[src/rtl/node_path_sequencer.sv]
// node_path_sequencer: holds a host-loaded path of 3-bit turn codes and hands
// them to the line follower one node at a time. It counts nodes and parks the
// bot (fault=1, direction=7) once the path is exhausted, a stop code is reached,
// or the host aborts.
// Optional feature: define NODE_WDOG_EN to add a watchdog that trips into a
// sticky WDOG state when no node edge arrives within WDOG_CYCLES clocks in RUN.
module node_path_sequencer #(
  parameter int DEPTH       = 16,
  parameter int CNT_W       = 8,
  parameter int WDOG_CYCLES = 50000000
) (
  input  logic             clk,
  input  logic             rst,
  input  logic             node_clk,
  input  logic             path_valid,
  input  logic [2:0]       path_dir,
  output logic             path_ready,
  input  logic             start,
  input  logic             abort,
  output logic [2:0]       direction,
  output logic             fault,
  output logic             busy,
  output logic             done,
  output logic [CNT_W-1:0] node_cnt,
  output logic             wdog_err
);

  localparam int AW = $clog2(DEPTH);
  localparam logic [AW:0]   DEPTH_C = (AW+1)'(DEPTH);
  localparam logic [AW:0]   CNT_ONE = (AW+1)'(1);
  localparam logic [AW-1:0] PTR_ONE = AW'(1);
  localparam logic [2:0]    DIR_STOP = 3'd7;

  typedef enum logic [2:0] {
    S_IDLE,
    S_LOAD,
    S_RUN,
    S_DONE,
    S_WDOG
  } state_t;

  state_t          state;
  logic [2:0]      mem [DEPTH];
  logic [AW:0]     count;
  logic [AW-1:0]   wr_ptr;
  logic [AW-1:0]   rd_ptr;
  logic            node_q;

  logic            rise;
  logic            fall;
  logic            accept;
  logic [AW:0]     count_nxt;
  logic [AW-1:0]   rd_ptr_inc;
  logic            last_entry;

  assign rise       = node_clk & ~node_q;
  assign fall       = ~node_clk & node_q;
  // path_ready is a registered output, so it already reflects IDLE/LOAD and space left
  assign accept     = path_valid && path_ready && !rst && !abort;
  assign count_nxt  = count + (AW+1)'(accept);
  assign rd_ptr_inc = rd_ptr + PTR_ONE;
  assign last_entry = ({1'b0, rd_ptr} == (count - CNT_ONE));

`ifdef NODE_WDOG_EN
  localparam int WW = $clog2(WDOG_CYCLES + 1);
  localparam logic [WW-1:0] WD_LAST = WW'(WDOG_CYCLES - 1);
  logic [WW-1:0] wdog_cnt;
`else
  assign wdog_err = 1'b0;
`endif

  // Path storage: data only, written on every accepted beat
  always_ff @(posedge clk) begin
    if (accept) mem[wr_ptr] <= path_dir;
  end

  // Control FSM with registered outputs; abort behaves exactly like reset
  always_ff @(posedge clk) begin
    if (rst || abort) begin
      state      <= S_IDLE;
      count      <= '0;
      wr_ptr     <= '0;
      rd_ptr     <= '0;
      node_q     <= 1'b1;
      direction  <= DIR_STOP;
      fault      <= 1'b1;
      path_ready <= 1'b1;
      busy       <= 1'b0;
      done       <= 1'b0;
      node_cnt   <= '0;
`ifdef NODE_WDOG_EN
      wdog_cnt   <= '0;
      wdog_err   <= 1'b0;
`endif
    end else begin
      node_q <= node_clk;
      case (state)
        S_IDLE, S_LOAD: begin
          if (accept) begin
            wr_ptr <= wr_ptr + PTR_ONE;
            count  <= count_nxt;
          end
          // LOAD always holds at least one entry, so start is honoured there only
          if (state == S_LOAD && start) begin
            state      <= S_RUN;
            rd_ptr     <= '0;
            direction  <= mem[0];
            fault      <= 1'b0;
            busy       <= 1'b1;
            path_ready <= 1'b0;
            node_cnt   <= '0;
`ifdef NODE_WDOG_EN
            wdog_cnt   <= '0;
`endif
          end else begin
            if (accept) state <= S_LOAD;
            path_ready <= (count_nxt < DEPTH_C);
          end
        end
        S_RUN: begin
          if (rise) node_cnt <= node_cnt + 1'b1;
          // Direction only moves on the trailing edge, so it is stable through the node
          if (fall) begin
            if (last_entry || mem[rd_ptr] == DIR_STOP) begin
              state     <= S_DONE;
              direction <= DIR_STOP;
              fault     <= 1'b1;
              busy      <= 1'b0;
              done      <= 1'b1;
            end else begin
              rd_ptr    <= rd_ptr_inc;
              direction <= mem[rd_ptr_inc];
            end
          end
`ifdef NODE_WDOG_EN
          if (rise || fall) begin
            wdog_cnt <= '0;
          end else if (wdog_cnt == WD_LAST) begin
            state     <= S_WDOG;
            direction <= DIR_STOP;
            fault     <= 1'b1;
            busy      <= 1'b0;
            wdog_err  <= 1'b1;
          end else begin
            wdog_cnt <= wdog_cnt + 1'b1;
          end
`endif
        end
        default: begin
          // DONE and WDOG are parked until abort or reset
        end
      endcase
    end
  end

endmodule

[config.mk]
export PLATFORM = sky130hd
export DESIGN_NAME = node_path_sequencer
export DESIGN_NICKNAME = d
export VERILOG_FILES = /design/src/rtl/node_path_sequencer.sv
export SDC_FILE = /design/constraint.sdc
export NUM_CORES = 1
export LEC_CHECK = 0
export ABC_AREA = 1
export CORE_MARGIN = 5
export CORE_UTILIZATION = 45
export DETAILED_ROUTE_END_ITERATION = 7
export DONT_BUFFER_PORTS = 1
export GPL_TIMING_DRIVEN = 0
export PLACE_DENSITY = 0.7
export SYNTH_ARGS = -nofsm -noshare
export SYNTH_HDL_FRONTEND = slang
export SYNTH_SLANG_ARGS = --single-unit
[constraint.sdc]
create_clock -name clk -period 1.88 [get_ports clk]
set_input_delay 0.376 -clock clk [delete_from_list [all_inputs] [get_ports clk]]
set_output_delay 0.376 -clock clk [all_outputs]
set_load 0.1 [all_outputs]
==> run summary <==
The tools report the via count of the first global-routing pass as 3098. Once the floorplan was initialized, standard cells occupied 45.8% of the core. For the worst setup path, the data arrival time is 2.12 ns.

In this run the critical register-to-register path is launched from rd_ptr[1]. The logs give 721 uW for the switching component of the power and 34 for the placement row count. Sequential cell fraction of total power: 61.8%. STA classifies the critical path endpoint as a flip-flop.

The die is 104 um tall. The worst-skew pair later-pin latency was 0.36 ns; the wire length on met2 was 4760 um. The first TritonRoute pass finished after 5 iterations. The tools report the sum of routed wire segments on met1 as 3930 um.

The maximum clock frequency came out at 0.538 GHz. TritonCTS built the clock tree. Detailed routing placed a total of 553 um of wire on met3. The initial antenna violation count came out at 0. The worst-case IR drop observed on VDD is 0.286 mV. By instance count, the cell type seen most on the critical path is sky130_fd_sc_hd__nand2_1. The core region is 0.00868 mm^2. On the critical path, the stage with the largest delay is an instance of sky130_fd_sc_hd__dfxtp_4. In this run, CTS created clock tree buffers numbering 9.

The clock passes through at most 2 buffers. At the worst endpoint, the required time is 2.14 ns. The startpoint of the worst setup timing path is rd_ptr[1]. For the H-tree level count, the log shows 3. Headroom to the max-slew limit came out at 32.1%. The flow ran to the end, and the final reports show no timing, DRC or antenna violations. The worst hold slack after final layout was 0.113 ns. The worst setup path is of the reg2reg kind. Max-cap violation count: 0. After detailed routing, no signal wire sits above met4.

The mean number of vias per cell was 5.59; the largest net degree at the start of global routing was 17. The relative contribution of the clock network to total power is 35.2%. For this run, design rule violations remaining after detail routing come to 0. The DRC violation total after the first TritonRoute iteration is 226, and the clock-pin slew reported for the worst setup and hold paths after clock tree synthesis is 0.09 ns. At the end of routability-driven placement, the weighted congestion stood at 0.951.

CTS placed an instance of sky130_fd_sc_hd__clkbuf_8 at the clock tree root. For the largest clock skew in the final design, the log shows 0.0139 ns. Counting cells, the worst reg-to-reg path comes to 10.

Traced cell by cell, the critical path runs through ha_4 -> xnor2_1 -> buf_2 -> o21ai_0 -> o22ai_1 -> nand2_1 -> nand2_1 -> a21oi_1 -> nor2_1 -> nand2_1. Measured along the x axis, the die boundary spans 104 um. The number of synthesized register bits is 83. On the worst path, the slowest cell contributes a delay of 0.37 ns. Design internal power: 2.42 mW.

Setup repair after global routing could not meet its margin everywhere. The slew at the pin with the worst max-slew slack was 1.02 ns; the synthesized instance count was 459. In this run the register-to-register setup slack is 0.02 ns. The number of synthesis warnings came out at 0. The reported leakage power was 1.73 nW; the count of antenna diodes in the layout was 0. The synthesized netlist contains 38 unique library cells.

The routed wire length per instance was 16.0 um; the shortest clock period the worst path allows after layout was 1.86 ns. Synthesis-to-layout area growth: 15.0%. Input and output buffers added on the ports amount to 0.

The final hold violation count is 0, and the share of post-route cells with drive strength above 1 is 17.6%. Combinational logic burns 3.0% of the power. Measured on the finished design, the core utilization comes to 52.7%.

The die covers 0.0108 mm^2. Global routing used 16.7% of the available tracks. STA classifies the critical path startpoint as a flip-flop.

Class of the worst hold path: in2reg. A synthesized cell averages 8.67 um^2. The count of nets left with antenna violations once routing finished came out at 0. For the max-slew violation count, the log shows 0.

The synthesized netlist occupies a cell area of 0.00398 mm^2. The dominant synthesized flop cell is sky130_fd_sc_hd__edfxtp_1. Counting every sink on the clock net gives 83. In this run switching power makes up 23.0% of total power. The number of failing setup endpoints in the final timing report came out at 0. Dividing total power by cell area gives a power density of 687 mW/mm^2. For this run, asynchronously set or reset flops after synthesis account for 0%. The routed wire length is 9560 um, and the number of nets at the end of the flow is 502. The tools report the wire length of the first global-routing pass as 14500 um. The termination of the worst setup path is direction[2].

Biggest fanout along the worst timing path: 10. Power comes to 3.14 mW. The worst register-to-register path ends at direction[2]. The startpoint identified for the worst hold timing path is path_dir[1].

The via count was 3335; the number of I/O pins was 25. The post-detailed-placement half-perimeter wirelength is 6580 um, and the part of the Yosys area used for sequential elements is 53.8%. The share of the clock period used by the worst path was 98.8%; the number of enable flip-flop cells after synthesis was 48. The logs give 0 for the overflow left after global routing and 477 for the net count of the mapped netlist.
==> metal layers <==
| layer | up-vias | track usage [%] |
|---|---|---|
| met5 | - | 0 |
| met4 | 0 | 9.53 |
| met3 | 26 | 3.66 |
| met2 | 120 | 27.4 |
| met1 | 1581 | 20.3 |
| li1 | 1608 | - |
==> repair_timing <==
action / 4_1_cts / 5_1_grt
setup buffers: 3 / 12
hold buffers: 0 / 0
pin swaps: 3 / 11
resized for setup: 25 / 45
endpoints found under the setup margin: 69 / 18
==> synthesized netlist by cell type (2+ instances only) <==
library cell | number | area share, %
sky130_fd_sc_hd__a21oi_1 | 33 | 4.2
sky130_fd_sc_hd__nor2_1 | 61 | 5.8
sky130_fd_sc_hd__ha_1 | 9 | 2.8
sky130_fd_sc_hd__nand2_1 | 84 | 7.9
sky130_fd_sc_hd__nor2_2 | 6 | 0.94
sky130_fd_sc_hd__inv_1 | 43 | 4.1
sky130_fd_sc_hd__buf_4 | 3 | 0.57
sky130_fd_sc_hd__xor2_1 | 4 | 0.88
sky130_fd_sc_hd__nand3_1 | 34 | 4.3
sky130_fd_sc_hd__inv_2 | 2 | 0.19
sky130_fd_sc_hd__xnor2_1 | 3 | 0.66
sky130_fd_sc_hd__buf_2 | 3 | 0.38
sky130_fd_sc_hd__o22ai_1 | 6 | 0.94
sky130_fd_sc_hd__inv_4 | 2 | 0.31
sky130_fd_sc_hd__dfxtp_1 | 35 | 18
sky130_fd_sc_hd__edfxtp_1 | 48 | 36
sky130_fd_sc_hd__nor3_1 | 5 | 0.63
sky130_fd_sc_hd__o21ai_0 | 45 | 5.7
sky130_fd_sc_hd__nand4_1 | 6 | 0.94
sky130_fd_sc_hd__o211ai_1 | 4 | 0.75
sky130_fd_sc_hd__clkbuf_1 | 6 | 0.57
==> per-stage QoR <==
stage          setup TNS, ns  setup slack (ns)  cell area, um^2  instances
6_report                   0            0.0227             4570        597
2_1_floorplan        -0.0900           -0.0900             3980        459
4_1_cts             -0.00750          -0.00750             4370        586
3_5_place_dp           -3.68            -0.342             4120        567
5_1_grt               -0.178           -0.0793             4570        597
3_3_place_gp           -2.33            -0.292             4120        567
==> final cells by class <==
class | count | area [um^2]
Buffer | 13 | 105
Clock buffer | 9 | 124
Clock inverter | 7 | 45.0
Fill cell | 779 | 4100
Inverter | 48 | 198
Multi-Input combinational cell | 314 | 1690
Sequential cell | 83 | 2170
Tap cell | 108 | 135
Timing Repair Buffer | 15 | 113
==> power groups by stage <==
stage / combinational [mW] / clock (mW) / sequential, mW
after global placement: 0.0775 / 0 / 1.99
final: 0.0948 / 1.11 / 1.94
after detailed placement: 0.0789 / 0 / 1.99
after CTS: 0.0835 / 1.13 / 1.94
after global routing: 0.105 / 1.20 / 1.94
after floorplan: 0.0625 / 0 / 1.99
==> kinds of logic (layout without fill, tap and decap cells) <==
family / count (synthesis) / in the layout / share of synthesized area, %
fa+ha+maj: 9 / 9 / 2.83
simple gates: 202 / 202 / 21.9
xor+xnor: 7 / 7 / 1.54
flops: 83 / 83 / 53.8
other cells: 1 / 1 / 0.0942
compound gates: 95 / 95 / 13.2
buf+inv: 62 / 92 / 6.57
==> cells in the final DEF (no fill, tap or decap), types with 6 or more instances in the layout <==
cell type,Yosys,final
sky130_fd_sc_hd__a21oi_1,33,31
sky130_fd_sc_hd__buf_4,3,19
sky130_fd_sc_hd__clkbuf_8,0,9
sky130_fd_sc_hd__dfxtp_1,35,26
sky130_fd_sc_hd__edfxtp_1,48,48
sky130_fd_sc_hd__inv_1,43,39
sky130_fd_sc_hd__nand2_1,84,82
sky130_fd_sc_hd__nand3_1,34,31
sky130_fd_sc_hd__nand4_1,6,6
sky130_fd_sc_hd__nor2_1,61,60
sky130_fd_sc_hd__o21ai_0,45,35
sky130_fd_sc_hd__o21ai_1,1,8
sky130_fd_sc_hd__o22ai_1,6,6
==> sequential cells by signal, summed over array words and instances, names as in the netlist, named ones only <==
name,cells
path_ready,1
rd_ptr,4
wr_ptr,4
node_cnt,8
fault,1
direction,3
mem,48
busy,1
state,2
done,1
node_q,1
count,5
==> critical path: cells and delay by family (launching register included) <==
kind | cells | cell delay [ns]
simple gates | 4 | 0.30
compound gates | 3 | 0.46
fa+ha+maj | 1 | 0.16
flops | 1 | 0.37
xor+xnor | 1 | 0.19
buf+inv | 1 | 0.27
==> worst min-delay path by stage <==
stage                             to  slack (ns)  cells past startpoint
after floorplan             count[3]        0.46                      1
after global placement     mem[6][1]        0.48                      0
after detailed placement   mem[5][1]        0.48                      0
after CTS                 mem[14][1]        0.10                      0
after global routing      mem[10][1]         0.1                      0
final                     mem[14][1]        0.11                      0
No activity file was read; power rests on OpenSTA's default activity.
